--- src/rtl/multiple_mask_seq.sv ---
// Purpose: builds a bitmask of every multiple of SEL below A, plus its population count.
// Latency: k+2 cycles from accepted start to done (k = number of set bits); 1 cycle when SEL==0.
// Backpressure: start is ignored while busy; no queueing. clr aborts at any time.
module multiple_mask_seq #(
    parameter int WIDTH = 32,
    parameter int AW    = $clog2(WIDTH) + 1,
    parameter int SW    = 5,
    parameter int CW    = $clog2(WIDTH + 1)
) (
    input  logic             clk,
    input  logic             rst_n,
    input  logic             start,
    input  logic             clr,
    input  logic [AW-1:0]    a_in,
    input  logic [SW-1:0]    sel_in,
    input  logic             incl_zero,
    output logic             busy,
    output logic             done,
    output logic             err,
    output logic [WIDTH-1:0] mask_out,
    output logic [CW-1:0]    count_out
);

    // One bit of headroom over the wider operand so acc + SEL cannot wrap
    // before the compare against A or WIDTH fails.
    localparam int ACCW = ((AW > SW) ? AW : SW) + 1;
    localparam logic [ACCW-1:0] WLIM = ACCW'(WIDTH);

    typedef enum logic [1:0] {
        S_IDLE,
        S_RUN,
        S_DONE
    } state_t;

    state_t          state;
    logic [ACCW-1:0] acc;
    logic [ACCW-1:0] a_lim;
    logic [ACCW-1:0] sel_step;
    logic            hit;
    logic [WIDTH-1:0] onehot;

    // Current candidate is accepted only while below both the limit and the mask width.
    always_comb begin
        hit    = (acc < a_lim) && (acc < WLIM);
        onehot = '0;
        for (int i = 0; i < WIDTH; i++) begin
            if (acc == ACCW'(i)) begin
                onehot[i] = 1'b1;
            end
        end
    end

    // Control FSM with registered outputs; clr overrides every transition.
    always_ff @(posedge clk or negedge rst_n) begin
        if (!rst_n) begin
            state     <= S_IDLE;
            busy      <= 1'b0;
            done      <= 1'b0;
            err       <= 1'b0;
            mask_out  <= '0;
            count_out <= '0;
            acc       <= '0;
            a_lim     <= '0;
            sel_step  <= '0;
        end else if (clr) begin
            state     <= S_IDLE;
            busy      <= 1'b0;
            done      <= 1'b0;
            mask_out  <= '0;
            count_out <= '0;
        end else begin
            case (state)
                S_IDLE: begin
                    done <= 1'b0;
                    if (start) begin
                        a_lim     <= ACCW'(a_in);
                        sel_step  <= ACCW'(sel_in);
                        mask_out  <= '0;
                        count_out <= '0;
                        busy      <= 1'b1;
                        if (sel_in == '0) begin
                            err   <= 1'b1;
                            done  <= 1'b1;
                            state <= S_DONE;
                        end else begin
                            err   <= 1'b0;
                            acc   <= incl_zero ? '0 : ACCW'(sel_in);
                            state <= S_RUN;
                        end
                    end
                end
                S_RUN: begin
                    if (hit) begin
                        mask_out  <= mask_out | onehot;
                        count_out <= count_out + CW'(1);
                        acc       <= acc + sel_step;
                    end else begin
                        done  <= 1'b1;
                        state <= S_DONE;
                    end
                end
                S_DONE: begin
                    done  <= 1'b0;
                    busy  <= 1'b0;
                    state <= S_IDLE;
                end
                default: begin
                    state <= S_IDLE;
                end
            endcase
        end
    end

endmodule
--- config.mk ---
export PLATFORM = sky130hd
export DESIGN_NAME = multiple_mask_seq
export DESIGN_NICKNAME = d
export VERILOG_FILES = /design/src/rtl/multiple_mask_seq.sv
export SDC_FILE = /design/constraint.sdc
export NUM_CORES = 1
export LEC_CHECK = 0
export BUFFER_PORTS_ARGS = -buffer_cell sky130_fd_sc_hd__buf_2
export CAP_MARGIN = 10
export CORE_ASPECT_RATIO = 0.8
export CORE_MARGIN = 2
export CORE_UTILIZATION = 47
export CTS_CLUSTER_SIZE = 25
export DETAILED_ROUTE_END_ITERATION = 10
export PLACE_DENSITY = 0.69
export SYNTH_ARGS = -nofsm -noshare
export SYNTH_HDL_FRONTEND = slang
export SYNTH_SLANG_ARGS = --single-unit
export TNS_END_PERCENT = 30
--- constraint.sdc ---
create_clock -name clk -period 2.95 [get_ports clk]
set_clock_uncertainty 0.1 [all_clocks]
set_input_delay 0.295 -clock clk [delete_from_list [all_inputs] [get_ports clk]]
set_output_delay 0.295 -clock clk [all_outputs]
set_load 0.01 [all_outputs]
Word-level counts from Yosys, hierarchy flattened --
Index checks and enable logic that the tools add are counted.
Word-level totals: flip-flop bits (word level) 61, input port bits 16, output and inout bits 41
Cells by class: bitwise gates (word level) 2, reductions and logical operators 14, muxes and demuxes 58, $add $sub $neg 2, equality and inequality tests 39, order comparisons 2
Operators with widths (number):
- $eq 7x5->1 const B | 16
- $mux 32 | 3
- $pmux 32 s2 | 1
- $eq 7x4->1 const B | 8
- $mux 1 | 38
- $or 32x32->32 | 1
- $eq 7x3->1 const B | 4
- $mux 7 | 3
- $mux 6 | 3
- $eq 7x2->1 const B | 2
- $pmux 7 s2 | 1
- $pmux 6 s2 | 1
- $ne 3x3->1 const B | 3
- $mux 2 | 4
- $add 7x5->7 | 1
- $eq 7x1->1 const B | 1
- $logic_not 7->1 | 1
- $lt 7x6->1 | 1
- $lt 7x6->1 const B | 1
- $add 6x1->6 const B | 1
- $ne 2x2->1 const B | 3
- $reduce_and 2->1 | 3
- $reduce_and 3->1 | 2
- $reduce_bool 3->1 | 2
- 13 further kinds | 13

Depth between registers and ports, before layout --
depth in word-level cells 6, mapped depth 7

Worst setup path after synthesis --
Ideal clock, no wire load.
path type register to register, start register acc[4], end register acc[2], slack 0.635 ns, buffers on the path 0, stages on the path, launching flop included 7, data required time 2.725 ns, period minus slack after synthesis 2.315 ns, data arrival time 2.091 ns, path through dfrtp_1 > ha_1 > a21o_1 > a2111oi_4 > o21ai_2 > a21oi_1 > mux2_2
Between the ends: word-level cells in the longest chain between the ends 4, elaborated cells on any way between the ends 5
Ends and longest elaborated chain:
- from (decl) | RTL line 36 | logic [ACCW-1:0] acc;
- from (signal assigned) | RTL line 87 | acc <= incl_zero ? '0 : ACCW'(sel_in);
- from (signal assigned) | RTL line 96 | acc <= acc + sel_step;
- $lt 7x6->1 | RTL line 44 | hit = (acc < a_lim) && (acc < WLIM);
- $logic_and 1x1->1 * | RTL line 44
- $ne 2x2->1 (no source line) *
- $reduce_and 5->1 (no source line) *
Every way passes the cells marked *; elsewhere a longest branch is shown, timed or not. A chain may end at the register's enable or synchronous reset.

Final worst setup path --
start register acc[2], end register acc[3]
Between the ends: word-level cells in the longest chain between the ends 4, elaborated cells on any way between the ends 8
Ends and longest elaborated chain (RTL line):
- $lt 7x6->1 | 44
- $logic_and 1x1->1 | 44
- $ne 2x2->1 (no source line)
- $reduce_and 5->1 (no source line)
Parallel ways exist; a longest one is shown, timed or not. The select of a mux whose other input is x is not followed.

==> impl_metrics.py <==
metrics = {
    "die": {
        "row_count": 26,
        "core_area_mm2": 0.00638,
        "dieArea_mm2": 0.00726,
        "ios": 57,
        "start_util": 0.486,
        "die_h_um": 76.6,
        "die_x_um": 94.8,
    },
    "clock_tree": {
        "hold_buffers": 0,
        "cts-root-buf": "clkbuf_8",
        "post_cts_buffers": 0,
        "cts_max_path_buffers": 2,
        "path_clk_slew_ns": 0.07,
        "cts_max_level": 3,
        "tritoncts": "built",
        "numCtsBuffers": 9,
        "cts_resized": 0,
        "cts.sinks": 61,
        "clock_latency_ns": 0.34,
    },
    "power": {
        "power_density_mw_per_mm2": 750,
        "p_comb_frac": 0.388,
        "pwr-share-clk": 0.242,
        "p_int_w": 0.00171,
        "power_switching_w": 0.00106,
        "leakagePower_nw": 1.77,
        "switching_share": 0.383,
        "vdd_drop_max_mv": 0.495,
        "seqPwrFrac": 0.370,
    },
    "finish": {
        "multi_input_area_mm2": 0.00147,
        "fin_util": 0.578,
        "layout-drive-gt1-share": 0.308,
        "syn2layout_area_growth_pct": 19.1,
        "layout.nets": 367,
        "n_antenna_cell": 0,
        "ff_latch_area_mm2": 0.00153,
        "stdcell_area_mm2": 0.00369,
        "fill_cells": 566,
    },
    "setup_path": {
        "reg2reg_to": "acc[3]",
        "start_kind": "register",
        "critPathKind": "register to register",
        "cp_data_required_time_ns": 3.08,
        "critPathArrivalTime_ns": 2.73,
        "reg2reg_depth": 6,
        "end_kind": "register",
        "regToRegSetupSlack_ns": 0.34,
        "path_max_fanout": 7,
        "timing.rr.start": "acc[2]",
    },
    "sta": {
        "setup_slack_ns": 0.343,
        "max_freq_mhz": 384,
        "timing.slew.headroom": 0.486,
        "hold_viol": 3,
        "worstMarginPinSlew_ns": 0.771,
        "finalMaxSlewViolations": 0,
        "setup_violations": 0,
        "fin_setup_tns_ns": 0,
        "min_period_ns": 2.61,
        "holdWs_ns": -0.000793,
        "timing.final.crit_share": 0.884,
        "rsz0062_at_grt": "false",
    },
    "route": {
        "wire_per_inst_um": 16.8,
        "drt_pass1_iterations": 5,
        "avgViaCountPerCell": 5.77,
        "drc": 0,
        "vias": 2453,
        "drtIter0Drc": 146,
        "postRouteAntennaNets": 0,
        "drt_wl_total_um": 7160,
    },
    "grt": {
        "gr-total-overflow": 0,
        "grt_max_degree": 62,
        "grt_pass1_wl_um": 12200,
        "grt_use_total": 0.216,
        "grt_pass1_vias": 2494,
        "antenna_found_initial": 0,
    },
    "logic_synthesis": {
        "netlist_instances": 272,
        "syn_nets": 303,
        "synth_area_mm2": 0.00310,
        "yosysSeqAreaShare": 0.493,
        "synth.top_cells.by_count": "61 x dfrtp_1, 32 x a32o_1, 19 x nand2_1",
        "synth_edf_count": 0,
        "yosysMostFrequentCell": "dfrtp_1",
        "synthTopCellsByArea": "dfrtp_1 49%, a32o_1 10%, ha_1 5.7%, mux2_2 4.7%, nand2_1 2.3%",
        "synth_top_area_cell": "dfrtp_1",
        "synth_cell_types": 53,
        "syn_area_per_cell_um2": 11.4,
        "synth_flop_cell": "dfrtp_1",
        "synth-async-reset-ratio": 1.00,
        "synth-seq-cells": 61,
        "yosysTopAreaCellShare": 0.493,
        "ys_warn_count": 0,
    },
    "placed_design": {
        "dp_slack_ns": 0.372,
        "routabilityCongestion": 0.801,
        "dp_hpwl_um": 5040,
        "placed_cell_area_mm2": 0.00351,
        "port_buffers": 56,
    },
    "run_status": {
        "status": "finished, violations left",
        "violations": "hold timing",
    },
    "hold_path": {
        "hold_path.class": "input pin to async pin",
    },
    "job": {
        "max-cap-violations": 0,
    },
}
[layer usage]
layer,vias up,global-route usage,routed length (um)
met5,-,0,0
met4,0,0.0667,72
met3,8,0.0584,296
met2,51,0.321,3290
met1,1226,0.309,3500
li1,1168,-,-
[flip-flops by register name (all words and copies together) (netlist names)]
register,flops
a_lim,6
mask_out,32
state,2
done,1
acc,7
count_out,6
err,1
sel_step,5
busy,1
[placed cells by master (no fill, tap or decap), types with 6 or more instances in the layout]
master    count
dfrtp_1      61
buf_2        56
nor2_1       18
buf_4        11
ha_1         14
a32o_1       32
a21oi_1      14
inv_1        13
nand2_1      19
mux2_2       13
o21ai_0       6
a31oi_1       6
clkbuf_8     11
nand3_1       7
[cell type report]
type | instances | share of cell area
well taps | 84 | 0.0285
multi-input cells | 184 | 0.397
clock buffers | 13 | 0.0431
repair buffers | 67 | 0.0984
inverters | 13 | 0.0132
clock inverters | 3 | 0.00543
flip-flops and latches | 61 | 0.414
[cell families (layout without fill, tap and decap cells)]
family	after synthesis	count (layout)	share of synthesized area
simple gates	70	70	0.129
mux	14	14	0.0505
xor+xnor	3	3	0.00849
flops	61	61	0.493
fa+ha+maj	15	15	0.0630
compound gates	82	82	0.222
buf+inv	27	96	0.0339
[power by group through the flow]
| stage | clock network (W) | registers (W) | logic (W) |
|---|---|---|---|
| 3_5_place_dp | 0 | 0.00104 | 0.00105 |
| 3_3_place_gp | 0 | 0.00103 | 0.00102 |
| 2_1_floorplan | 0 | 0.00104 | 0.000736 |
| 6_report | 0.000669 | 0.00102 | 0.00107 |
| 5_1_grt | 0.000722 | 0.00104 | 0.00119 |
| 4_1_cts | 0.000688 | 0.00102 | 0.00107 |
[metrics by stage]
stage | instances | total power (W)
after CTS | 425 | 0.00278
after global routing | 425 | 0.00295
after global placement | 409 | 0.00205
after detailed placement | 409 | 0.00209
after floorplan | 272 | 0.00178
final | 425 | 0.00276
[critical path: stages, from the launching register on]
cell     delay [ns]
dfrtp_1        0.45
ha_1           0.34
a21o_1         0.18
a31oi_1        0.44
o21ai_2        0.22
a21oi_1        0.37
mux2_2         0.38
[worst max-delay path by stage]
stage	slack [ns]	to	start	cells past startpoint
2_1_floorplan	0.63	acc[2]	acc[4]	6
3_3_place_gp	0.52	acc[2]	acc[2]	6
3_5_place_dp	0.37	acc[3]	acc[2]	6
4_1_cts	0.35	acc[3]	acc[2]	6
5_1_grt	0.20	mask_out[15]	state[1]	8
6_report	0.34	acc[3]	acc[2]	6
(Power assumes the default switching activity.)
